**config.mk**
```make
export PLATFORM = sky130hd
export DESIGN_NAME = iomem_router
export DESIGN_NICKNAME = d
export VERILOG_FILES = /design/src/rtl/iomem_pkg.sv /design/src/rtl/iomem_addr_decode.sv /design/src/rtl/iomem_router.sv
export SDC_FILE = /design/constraint.sdc
export NUM_CORES = 1
export LEC_CHECK = 0
export BUFFER_PORTS_ARGS = -buffer_cell sky130_fd_sc_hd__buf_2
export CORE_MARGIN = 2
export CORE_UTILIZATION = 34
export CTS_CLUSTER_DIAMETER = 30
export DETAILED_ROUTE_END_ITERATION = 10
export GPL_TIMING_DRIVEN = 0
export PLACE_DENSITY = 0.64
export SYNTH_ARGS = -nofsm -noshare
export SYNTH_HDL_FRONTEND = slang
export SYNTH_SLANG_ARGS = --single-unit
```
**constraint.sdc**
```tcl
create_clock -name i_clk -period 6.2 [get_ports i_clk]
set_input_delay 0.93 -clock i_clk [delete_from_list [all_inputs] [get_ports i_clk]]
set_output_delay 0.93 -clock i_clk [all_outputs]
set_load 0.02 [all_outputs]
```
**src/rtl/iomem_pkg.sv**
```systemverilog
// Shared types and defaults for the picosoc iomem router.
package iomem_pkg;

  typedef enum logic [1:0] {
    ST_IDLE   = 2'd0,
    ST_ACCESS = 2'd1,
    ST_RESP   = 2'd2
  } iomem_state_e;

  localparam logic [7:0] SEL_LED   = 8'h03;
  localparam logic [7:0] SEL_AUDIO = 8'h04;
  localparam logic [7:0] SEL_VIDEO = 8'h05;
  localparam logic [7:0] SEL_SLOT3 = 8'h06;

  localparam logic [31:0] SLOT_SEL_DEF = {SEL_SLOT3, SEL_VIDEO, SEL_AUDIO, SEL_LED};
  localparam logic [31:0] ERR_DATA_DEF = 32'hFFFF_FFFF;

  function automatic int cnt_width(input int timeout);
    int w;
    w = $clog2(timeout + 1);
    return (w < 1) ? 1 : w;
  endfunction

endpackage

```
**src/rtl/iomem_addr_decode.sv**
```systemverilog
// Priority slot decoder: lowest-index slot whose selector matches wins.
module iomem_addr_decode #(
  parameter int NUM_SLOTS = 4,
  parameter int SEL_W     = 8,
  parameter int IDX_W     = 2,
  parameter logic [SEL_W*NUM_SLOTS-1:0] SLOT_SEL = '0
) (
  input  logic [SEL_W-1:0]     i_sel,
  output logic                 o_hit,
  output logic [IDX_W-1:0]     o_idx,
  output logic [NUM_SLOTS-1:0] o_onehot
);

  // Scan downwards so the lowest matching index is written last.
  always_comb begin
    o_hit    = 1'b0;
    o_idx    = '0;
    o_onehot = '0;
    for (int i = NUM_SLOTS - 1; i >= 0; i--) begin
      if (i_sel == SLOT_SEL[SEL_W*i +: SEL_W]) begin
        o_hit       = 1'b1;
        o_idx       = IDX_W'(i);
        o_onehot    = '0;
        o_onehot[i] = 1'b1;
      end
    end
  end

endmodule

```
**src/rtl/iomem_router.sv**
```systemverilog
// iomem interconnect: registered slot selects, ready handshake, read return,
// and unmapped/timeout error response with error capture.
module iomem_router
  import iomem_pkg::*;
#(
  parameter int NUM_SLOTS = 4,
  parameter int DATA_W    = 32,
  parameter int SEL_HI    = 31,
  parameter int SEL_LO    = 24,
  parameter logic [(SEL_HI-SEL_LO+1)*NUM_SLOTS-1:0] SLOT_SEL = SLOT_SEL_DEF,
  parameter int TIMEOUT   = 255,
  parameter logic [DATA_W-1:0] ERR_DATA = ERR_DATA_DEF
) (
  input  logic                        i_clk,
  input  logic                        i_reset,
  input  logic                        i_m_valid,
  input  logic [DATA_W/8-1:0]         i_m_wstrb,
  input  logic [31:0]                 i_m_addr,
  input  logic [DATA_W-1:0]           i_m_wdata,
  output logic                        o_m_ready,
  output logic [DATA_W-1:0]           o_m_rdata,
  output logic [NUM_SLOTS-1:0]        o_s_valid,
  output logic [DATA_W/8-1:0]         o_s_wstrb,
  output logic [31:0]                 o_s_addr,
  output logic [DATA_W-1:0]           o_s_wdata,
  input  logic [NUM_SLOTS-1:0]        i_s_ready,
  input  logic [NUM_SLOTS*DATA_W-1:0] i_s_rdata,
  output logic                        o_err_pulse,
  output logic [31:0]                 o_err_addr,
  output logic [7:0]                  o_err_count
);

  localparam int SEL_W = SEL_HI - SEL_LO + 1;
  localparam int IDX_W = (NUM_SLOTS > 1) ? $clog2(NUM_SLOTS) : 1;
  localparam int CNT_W = cnt_width(TIMEOUT);
  localparam logic [CNT_W-1:0] CNT_LAST = CNT_W'(TIMEOUT - 1);

  iomem_state_e r_state, w_state_nxt;

  logic                 w_hit;
  logic [IDX_W-1:0]     w_idx;
  logic [NUM_SLOTS-1:0] w_onehot;
  logic                 w_sel_ready;
  logic [DATA_W-1:0]    w_sel_rdata;
  logic                 w_accept, w_unmapped, w_done, w_tmo, w_err;

  logic [IDX_W-1:0]     r_slot;
  logic [CNT_W-1:0]     r_cnt;
  logic                 r_m_ready, r_err_pulse;
  logic [DATA_W-1:0]    r_m_rdata, r_s_wdata;
  logic [NUM_SLOTS-1:0] r_s_valid;
  logic [DATA_W/8-1:0]  r_s_wstrb;
  logic [31:0]          r_s_addr, r_err_addr;
  logic [7:0]           r_err_count;

  iomem_addr_decode #(
    .NUM_SLOTS (NUM_SLOTS),
    .SEL_W     (SEL_W),
    .IDX_W     (IDX_W),
    .SLOT_SEL  (SLOT_SEL)
  ) u_decode (
    .i_sel    (i_m_addr[SEL_HI:SEL_LO]),
    .o_hit    (w_hit),
    .o_idx    (w_idx),
    .o_onehot (w_onehot)
  );

  assign w_sel_ready = i_s_ready[r_slot];
  assign w_sel_rdata = i_s_rdata[DATA_W*r_slot +: DATA_W];

  // Ready wins over a coinciding timeout because it is tested first.
  always_comb begin
    w_state_nxt = r_state;
    w_accept    = 1'b0;
    w_unmapped  = 1'b0;
    w_done      = 1'b0;
    w_tmo       = 1'b0;
    case (r_state)
      ST_IDLE: begin
        if (i_m_valid) begin
          if (w_hit) begin
            w_accept    = 1'b1;
            w_state_nxt = ST_ACCESS;
          end else begin
            w_unmapped  = 1'b1;
            w_state_nxt = ST_RESP;
          end
        end
      end
      ST_ACCESS: begin
        if (w_sel_ready) begin
          w_done      = 1'b1;
          w_state_nxt = ST_RESP;
        end else if (r_cnt == CNT_LAST) begin
          w_tmo       = 1'b1;
          w_state_nxt = ST_RESP;
        end
      end
      ST_RESP: w_state_nxt = ST_IDLE;
      default: w_state_nxt = ST_IDLE;
    endcase
  end

  assign w_err = w_unmapped | w_tmo;

  always_ff @(posedge i_clk or posedge i_reset) begin
    if (i_reset) r_state <= ST_IDLE;
    else         r_state <= w_state_nxt;
  end

  always_ff @(posedge i_clk or posedge i_reset) begin
    if (i_reset) begin
      r_slot      <= '0;
      r_cnt       <= '0;
      r_m_ready   <= 1'b0;
      r_err_pulse <= 1'b0;
      r_m_rdata   <= '0;
      r_s_valid   <= '0;
      r_s_wstrb   <= '0;
      r_s_addr    <= '0;
      r_s_wdata   <= '0;
      r_err_addr  <= '0;
      r_err_count <= '0;
    end else begin
      r_m_ready   <= w_done | w_err;
      r_err_pulse <= w_err;
      if (w_accept) begin
        r_slot    <= w_idx;
        r_s_valid <= w_onehot;
        r_s_wstrb <= i_m_wstrb;
        r_s_addr  <= i_m_addr;
        r_s_wdata <= i_m_wdata;
        r_cnt     <= '0;
      end else if (w_done || w_tmo) begin
        r_s_valid <= '0;
      end else if (r_state == ST_ACCESS) begin
        r_cnt <= r_cnt + 1'b1;
      end
      if (w_done)     r_m_rdata <= w_sel_rdata;
      else if (w_err) r_m_rdata <= ERR_DATA;
      if (w_err) begin
        r_err_addr <= w_unmapped ? i_m_addr : r_s_addr;
        if (r_err_count != 8'hFF) r_err_count <= r_err_count + 8'd1;
      end
    end
  end

  assign o_m_ready   = r_m_ready;
  assign o_m_rdata   = r_m_rdata;
  assign o_s_valid   = r_s_valid;
  assign o_s_wstrb   = r_s_wstrb;
  assign o_s_addr    = r_s_addr;
  assign o_s_wdata   = r_s_wdata;
  assign o_err_pulse = r_err_pulse;
  assign o_err_addr  = r_err_addr;
  assign o_err_count = r_err_count;

endmodule

```
## Word level (Yosys, flattened, before mapping)

Cells that the tools add are included.

- Add/subtract/negate cells: 2
- Magnitude comparators: 1
- Equal/unequal tests: 10
- Shifts and indexed selects: 1
- Multiplexer cells: 38
- Bitwise operators: 2
- Reduce and logical (&&, ||, !) cells: 8

Operators with widths:

| kind | count |
|---|---|
| 128-bit by 8-bit indexed part select with 32-bit output | 1 |
| 32-bit 2-to-1 mux | 3 |
| 8-bit by 3-bit equality test with 1-bit output, second input constant | 3 |
| 4-bit 2-to-1 mux | 6 |
| 8-bit 2-to-1 mux | 3 |
| 8-bit by 1-bit adder with 8-bit output, second input constant | 2 |
| 1-bit 2-to-1 mux | 16 |
| 2-bit 2-to-1 mux | 8 |
| 8-bit by 2-bit equality test with 1-bit output, second input constant | 1 |
| 8-bit equality test, second input constant | 1 |
| 8-bit != test, second input constant | 1 |
| 2-bit AND reduction | 3 |
| 2-bit nonzero test | 3 |
| 2-bit != test, second input constant | 2 |
| 2-bit one-hot mux with 2 select lines | 1 |
| 2-bit by 3-bit less-than comparator with 1-bit output, second input constant | 1 |
| 3-bit != test, second input constant | 1 |
| 1-bit binary-select mux with 2-bit select | 1 |
| 2-bit by 1-bit equality test with 1-bit output, second input constant | 1 |
| 2-bit logical NOT | 1 |
| 1-bit OR | 2 |
| 1-bit logical OR | 1 |

- Bits in registers: 158
- Input bits: 203
- Output and inout bits: 146
- Logic and storage cells: 74

## Longest topological paths before layout

Gate-level depths: netlist (run 1).

- Word-level depth: 11
- Mapped depth: 10
- Gate-level depth less buffers: 7

## Modules after synthesis

From an unflattened synthesis (run 1), not the netlist that was laid out.

- Cells, all modules: 667
- Area total of the unflattened synthesis: 7273.2 um^2

Modules (own cells, without submodules):

| module | times used | cells an instance | area each (um^2) | seq. area each (um^2) |
|---|---|---|---|---|
| iomem_router | 1 | 653 | 7149.4 | 3953.8 |
| iomem_addr_decode | 1 | 14 | 123.9 | 0.0 |

## Worst setup path before layout (run 1)

OpenSTA, ideal clock, no wires.

- Kind: input port to flip-flop
- Start: input port i_m_addr[28]
- End: register r_err_count[1] (netlist: o_err_count[1])
- Library setup time: 128 ps
- Data arrival time: 2434 ps
- Data required time: 6072 ps
- Path slack: 3638 ps
- Cell stages on the path: 5
- Buffers on the path: 0
- Cells stage by stage: or4_4 > a211o_1 > a22oi_4 > nor2_1 > mux2_1

- Longest elaborated chain between the ends: 10
- Elaborated cells on any way between the ends: 13
- Classes of those cells: eq/ne (4); mux (7); bitwise (1); reduce/logical (1)

RTL lines:

| what | line | text |
|---|---|---|
| start, declared | iomem_router.sv:18 | `input logic [31:0] i_m_addr,` |
| 8-bit by 3-bit equality test with 1-bit output | iomem_addr_decode.sv:20 | `if (i_sel == SLOT_SEL[SEL_W*i +: SEL_W]) begin` |
| 1-bit 2-to-1 mux (3 in a row) | iomem_addr_decode.sv:20 |  |
| 1-bit 2-to-1 mux * | iomem_addr_decode.sv:20 |  |
| 1-bit 2-to-1 mux * | iomem_router.sv:81 | `if (w_hit) begin` |
| 1-bit 2-to-1 mux * | iomem_router.sv:80 | `if (i_m_valid) begin` |
| 1-bit 2-to-1 mux * | iomem_router.sv:78 | `case (r_state)` |
| 1-bit OR * | iomem_router.sv:104 | `assign w_err = w_unmapped \| w_tmo;` |
| 2-bit AND reduction (no line) * | n/a |  |
| end signal, assigned | iomem_router.sv:143 | `if (r_err_count != 8'hFF) r_err_count <= r_err_count + 8'd1;` |
| end, declared | iomem_router.sv:54 | `logic [7:0] r_err_count;` |

Mark *: on every way between the ends. The rest lies on a longest branch, timed or not.
A chain may end at the register's enable or synchronous reset.

## Worst setup path after layout (run 1)

- Start: input port i_m_valid
- End: register r_err_count[6] (netlist: o_err_count[6])

- Longest elaborated chain between the ends: 4

RTL lines:

| what | line | text |
|---|---|---|
| start, declared | iomem_router.sv:16 | `input logic i_m_valid,` |
| 1-bit 2-to-1 mux | iomem_router.sv:80 |  |
| 1-bit 2-to-1 mux | iomem_router.sv:78 |  |
| 1-bit OR | iomem_router.sv:104 |  |
| 2-bit AND reduction (no line) | n/a |  |

Every way passes these cells.

==> results of run 1 <==
==> layout by cell type, fill, tap and decap left out, types with 2 or more instances in the layout <==
cell        instances
buf_2             357
nand2_1           264
dfrtp_1           158
nor2_1             74
a21oi_1            34
mux4_2             32
a22oi_1            31
clkbuf_1           27
clkbuf_16          17
and2_1             10
buf_4               7
xor2_1              6
nand3_1             5
clkinvlp_4          5
nand4_1             4
mux2i_1             4
o21ai_0             4
nor3_1              4
xnor2_1             4
nor4b_1             4
inv_6               4
mux2_2              3
and3_1              3
inv_1               3
nor4_1              3
ha_1                3
nor3b_1             2
nand3b_1            2
buf_6               2
buf_1               2
nand2b_1            2
a211oi_1            2
mux2_1              2
clkbuf_8            2
==> power groups by stage <==
stage               Clock (mW)  Combinational [mW]  Sequential, mW
global route              1.08               0.636            1.24
finish                    1.02               0.578            1.22
CTS                       1.05               0.587            1.22
floorplan                    0               0.215            1.36
detailed placement           0               0.587            1.24
global placement             0               0.577            1.24
==> kinds of logic (layout without fill, tap and decap cells) <==
family / Yosys count / count (layout)
buf+inv: 53 / 431
flops: 158 / 158
mux: 41 / 41
compound gates: 82 / 82
fa+ha+maj: 3 / 3
simple gates: 384 / 384
xor+xnor: 10 / 10
==> layout make-up <==
class,count,area (um2),area share (%)
Buffer,48,235,2.36
Timing Repair Buffer,347,1760,17.7
Clock buffer,20,457,4.59
Multi-Input combinational cell,520,3070,30.8
Clock inverter,11,108,1.08
Tap cell,275,344,3.46
Inverter,5,26.3,0.264
Sequential cell,158,3950,39.7
==> worst register-to-register path: cells and delay by family (launching register included) <==
kind	cells	cell delay, ps
muxes	1	350
and+or+nand+nor	2	1390
AOI/OAI and AO/OA	1	310
DFF	1	410
==> per-stage QoR <==
step           setup slack (ps)  TNS, ps  area (um2)  total power [mW]
5_1_grt                    3320        0        9950              2.96
3_5_place_dp               3070        0        9380              1.83
4_1_cts                    3500        0        9950              2.86
6_report                   3460        0        9950              2.82
3_3_place_gp              -1110  -173660        9350              1.81
2_1_floorplan              1010        0        7270              1.57
==> final timing paths <==
kind,start,endpoint,slack [ps]
hold / removal,r_cnt[7],r_cnt[7],470
max in group asynchronous,i_reset,o_m_rdata[29],4830
hold reg to reg,r_cnt[7],r_cnt[7],470
setup reg to reg,r_state[1],o_err_count[6],3630
setup / recovery,i_m_valid,o_err_count[6],3460
min in group asynchronous,i_reset,o_s_wdata[27],530
==> metal layers <==
| metal | track usage (%) | routed length [um] |
|---|---|---|
| met1 | 23.8 | 9210 |
| met2 | 36.0 | 11700 |
| met3 | 5.33 | 1760 |
| met4 | 6.37 | 411 |
| met5 | 0 | 0 |
==> flip-flops by register name, indices dropped and copies added, names as in the netlist <==
register / count
o_err_addr: 32
o_err_count: 8
o_err_pulse: 1
o_m_rdata: 32
o_m_ready: 1
o_s_addr: 32
o_s_valid: 4
o_s_wdata: 32
o_s_wstrb: 4
r_cnt: 8
r_slot: 2
r_state: 2
==> reports/qor.csv, run 1 <==
metric,value,unit
status,"complete, no violations",
CTS root buffer,clkbuf_16,
Pre-antenna DRT Iters,5,
grt ovf,0,
starting density of the core,34.6,%
Worst path depth,5,
Net Sw Power,0.867,mW
Yosys warnings,0,
# Post-CTS Setup Buffers,0,
critical-path cell list,buf_2 > nor3b_1 > a22oi_4 > nor4b_1 > mux2_1,
drt via density,4.77,
Worst setup EP type,register,
share of cells above drive strength 1,39.9,%
Worst Path Required,6500,ps
CP top delay family,simple AND/OR/NAND/NOR gates,
Die X,150,um
ant diodes,0,
largest family of logic cells by synthesized area,simple AND/OR/NAND/NOR gates,
Post-synth EDFFs,0,
DP HPWL,17500,um
CP Buf/Inv Count,1,
antenna violations before repair,0,
die area,22600,um2
Startpoint Class,primary input,
hold crit path type,reg -> reg,
CTS buffer count,17,
sequential share of power,43.4,%
"Async S/R FF share, synth",100,%
hold-critical path depth,1,
critical path peak fanout,9,
clk sinks,158,
Net Sw Frac,30.8,%
simple-gate portion of the synthesized area,21.7,%
FMAX,365,MHz
RSZ-0062 raised after global routing,no,
core area,21000,um2
Synth top cells by count,"nand2_1, dfrtp_1, nor2_1, a21oi_1, mux4_2",
final cell count without fillers,1384,
FF-to-FF path depth,4,
Mean Syn Cell Area,9.95,um2
"Reg clk slew, reported paths",60,ps
multiplexer area fraction after synthesis,11.2,%
hold_buf cts,0,
CP Data Arrival Time,3050,ps
Vias,6602,
"Distinct cells, synth",49,
Final Core Density,47.3,%
Port Buf Inserts,346,
dpl cells,1353,
Total GRT Usage,20.3,%
CP max-delay cell,nor3b_1,
# H-tree levels,4,
Synth Area in Compound Gates,7.52,%
worst skew pair latency,420,ps
hold slack,466,ps
dominant synthesized flop cell,dfrtp_1,
final worst path period share,44.2,%
"top cells by area, synth","dfrtp_1, nand2_1, mux4_2",
post-route ant nets,0,
MaxCap Viol Count,0,
drt drc,0,
"wirelength, routed",23100,um
number of global-route vias before repair,6639,
power per cell area,283,nW/um2
top cell type's share of synthesized area,54.4,%
Mapped Area,7270,um2
row count,53,
filler instances,2021,
Area Overhead vs Synth,36.8,%
final slew viol count,0,
maximum root-to-sink buffer count,2,
CTS resizes,0,
Clock Power Share,36.1,%
leading area contributor after synthesis,dfrtp_1,
gp weighted congestion,0.811,
"slowest stage delay, CP",950,ps
"count leader, synth",nand2_1,
net count after synthesis,937,
synthesized instance count,731,
final setup fails,0,
Post-Synth XOR/XNOR Area,1.20,%
final count of hold timing violations,0,
CTS tree,yes,
min Tclk post-route,2740,ps
slew margin rel.,20.1,%
Worst Tran Pin Value,1200,ps
P_leak,5.19,nW
nets@finish,1303,
clk_skew,15.5,ps
first-pass GRT wire length,35000,um
WL/cell,16.7,um
Logic pwr share,20.5,%
number of I/O pins,349,
sequential area share after synthesis,54.4,%
Die H,150,um
DR iter-0 viols,248,
post-synthesis adder-cell area fraction,0.516,%
VDD IR max,0.000186,V
#FFs+latches synth,158,
largest net degree at the start of global routing,101,
cell-internal power,1.95,mW
worst setup path class,in -> reg,
Note: power is estimated with default switching activity, not from simulation.
==> run 2: changes to the inputs <==
Settings changed: PLACE_DENSITY 0.64 to 0.66.
Clock period 6.2 ns to 2.3 ns, I/O delays scaled along.
==> reports/qor.csv, run 2 (synthesis gave the netlist of run 1 again) <==
metric,value,unit,change
row count,53,,unchanged
slew margin rel.,48.1,%,+28 points
drt via density,4.81,,+0.78%
final count of hold timing violations,0,,unchanged
core area,21000,um2,unchanged
first-pass GRT wire length,35100,um,+0.41%
Die H,150,um,unchanged
# H-tree levels,4,,unchanged
final cell count without fillers,1388,,+0.29%
final setup fails,0,,unchanged
hold crit path type,in -> reg,,
min Tclk post-route,2180,ps,
Worst Tran Pin Value,778,ps,-418 ps
Placed Area,9430,um2,+0.52%
power per cell area,762,nW/um2,+170%
FMAX,459,MHz,
CTS root buffer,clkbuf_16,,
post-route ant nets,0,,unchanged
clk_skew,11.0,ps,-4.51 ps
CP Data Arrival Time,2480,ps,-570 ps
worst skew pair latency,420,ps,about the same
Pre-antenna DRT Iters,4,,-1
RSZ-0062 raised after global routing,no,,
Port Buf Inserts,346,,unchanged
starting density of the core,34.6,%,unchanged
dpl cells,1356,,+0.22%
drt drc,0,,unchanged
VDD IR max,0.000488,V,+160%
antenna violations before repair,0,,unchanged
MaxCap Viol Count,0,,unchanged
final worst path period share,94.8,%,
CP top delay family,simple AND/OR/NAND/NOR gates,,
grt ovf,0,,unchanged
Startpoint Class,register,,
number of global-route vias before repair,6707,,+1.0%
share of cells above drive strength 1,41.8,%,+2.0 points
"most common cell after layout, fill and taps aside",buf_2,,
Vias,6673,,+1.1%
CP Buf/Inv Count,2,,+1
Worst Path Required,2600,ps,-3900 ps
Final Core Density,47.9,%,+0.62 points
Worst setup EP type,register,,
final slew viol count,0,,unchanged
nets@finish,1306,,+0.23%
"wirelength, routed",23200,um,+0.31%
Die X,150,um,unchanged
"Reg clk slew, reported paths",70,ps,about the same
critical path peak fanout,9,,unchanged
Total GRT Usage,20.4,%,+0.091 points
critical-path cell list,inv_1 > ha_1 > and2_1 > and4_1 > clkbuf_2 > a22oi_4 > nor2_1 > mux2_1,,
Area Overhead vs Synth,38.6,%,
largest net degree at the start of global routing,42,,-58%
final total power,7.68,mW,+170%
maximum root-to-sink buffer count,2,,unchanged
die area,22600,um2,unchanged
most frequent cells in the layout,"buf_2, nand2_1, dfrtp_1",,
clk sinks,158,,unchanged
DR iter-0 viols,243,,-2.0%
CTS tree,yes,,
WL/cell,16.7,um,about the same
P_leak,5.29,nW,+1.9%
sum of negative setup slack,0,ps,unchanged
DP HPWL,17700,um,+1.3%
CP max-delay cell,dfrtp_1,,
status,"complete, no violations",,
CTS buffer count,17,,unchanged
gp weighted congestion,0.786,,-3.1%
number of I/O pins,349,,unchanged
worst setup path class,reg -> reg,,
Final Cell Area,10100,um2,+1.3%
"slowest stage delay, CP",410,ps,-540 ps
## run 2: final timing paths
| check | depth (start not counted) | to | from | slack [ps] |
|---|---|---|---|---|
| max | 8 | o_err_count[1] | r_cnt[0] | 120 |
| min | 3 | o_s_wdata[16] | i_m_wdata[16] | 110 |
| max reg2reg | 8 | o_err_count[1] | r_cnt[0] | 120 |
| min reg2reg | 2 | o_s_wdata[28] | o_s_wdata[28] | 470 |
| max in group asynchronous | 5 | o_s_addr[18] | i_reset | 940 |
| min in group asynchronous | 3 | o_m_rdata[1] | i_reset | 520 |
## run 2: final cells by class
cell class              count  area (um2)
clock inverters            11         131
well taps                 275         344
repair buffers            351        1820
multi-input cells         520        3100
plain buffers              47         269
clock buffers              20         437
fillers                  2034       10900
diodes                      1        2.50
flip-flops and latches    158        3950
inverters                   5        22.5
## run 2: metal layers
metal	global-route usage, %	wire length [um]
met4	7.55	601
met2	36.3	11800
met3	5.30	1700
met1	23.4	9050
met5	0	0
## run 2: repair_timing
action                                  in CTS  in global routing
endpoints found under the hold margin       18                  0
buffers inserted                             0                  0
hold buffers                                 1                  0
resized for setup                            8                 34
endpoints found under the setup margin     103                 96
pin swaps                                    0                  1
## run 2: worst min-delay path, stage by stage
cell	delay, ps
buf_2	70
nand2_1	40
nand2_1	40
## run 2: report_power, final
| group | total (mW) | switching (mW) | internal [mW] |
|---|---|---|---|
| Sequential | 3.30 | 0.221 | 3.08 |
| Combinational | 1.59 | 0.941 | 0.652 |
| Clock | 2.79 | 1.18 | 1.61 |
## run 2: stage by stage
stage | hold WS [ps] | worst slack [ps]
after floorplan | 437 | -45.9
after global placement | 454 | -1180
after detailed placement | 410 | -267
after CTS | 92.6 | 12.2
after global routing | 103 | 1.62
final | 108 | 120
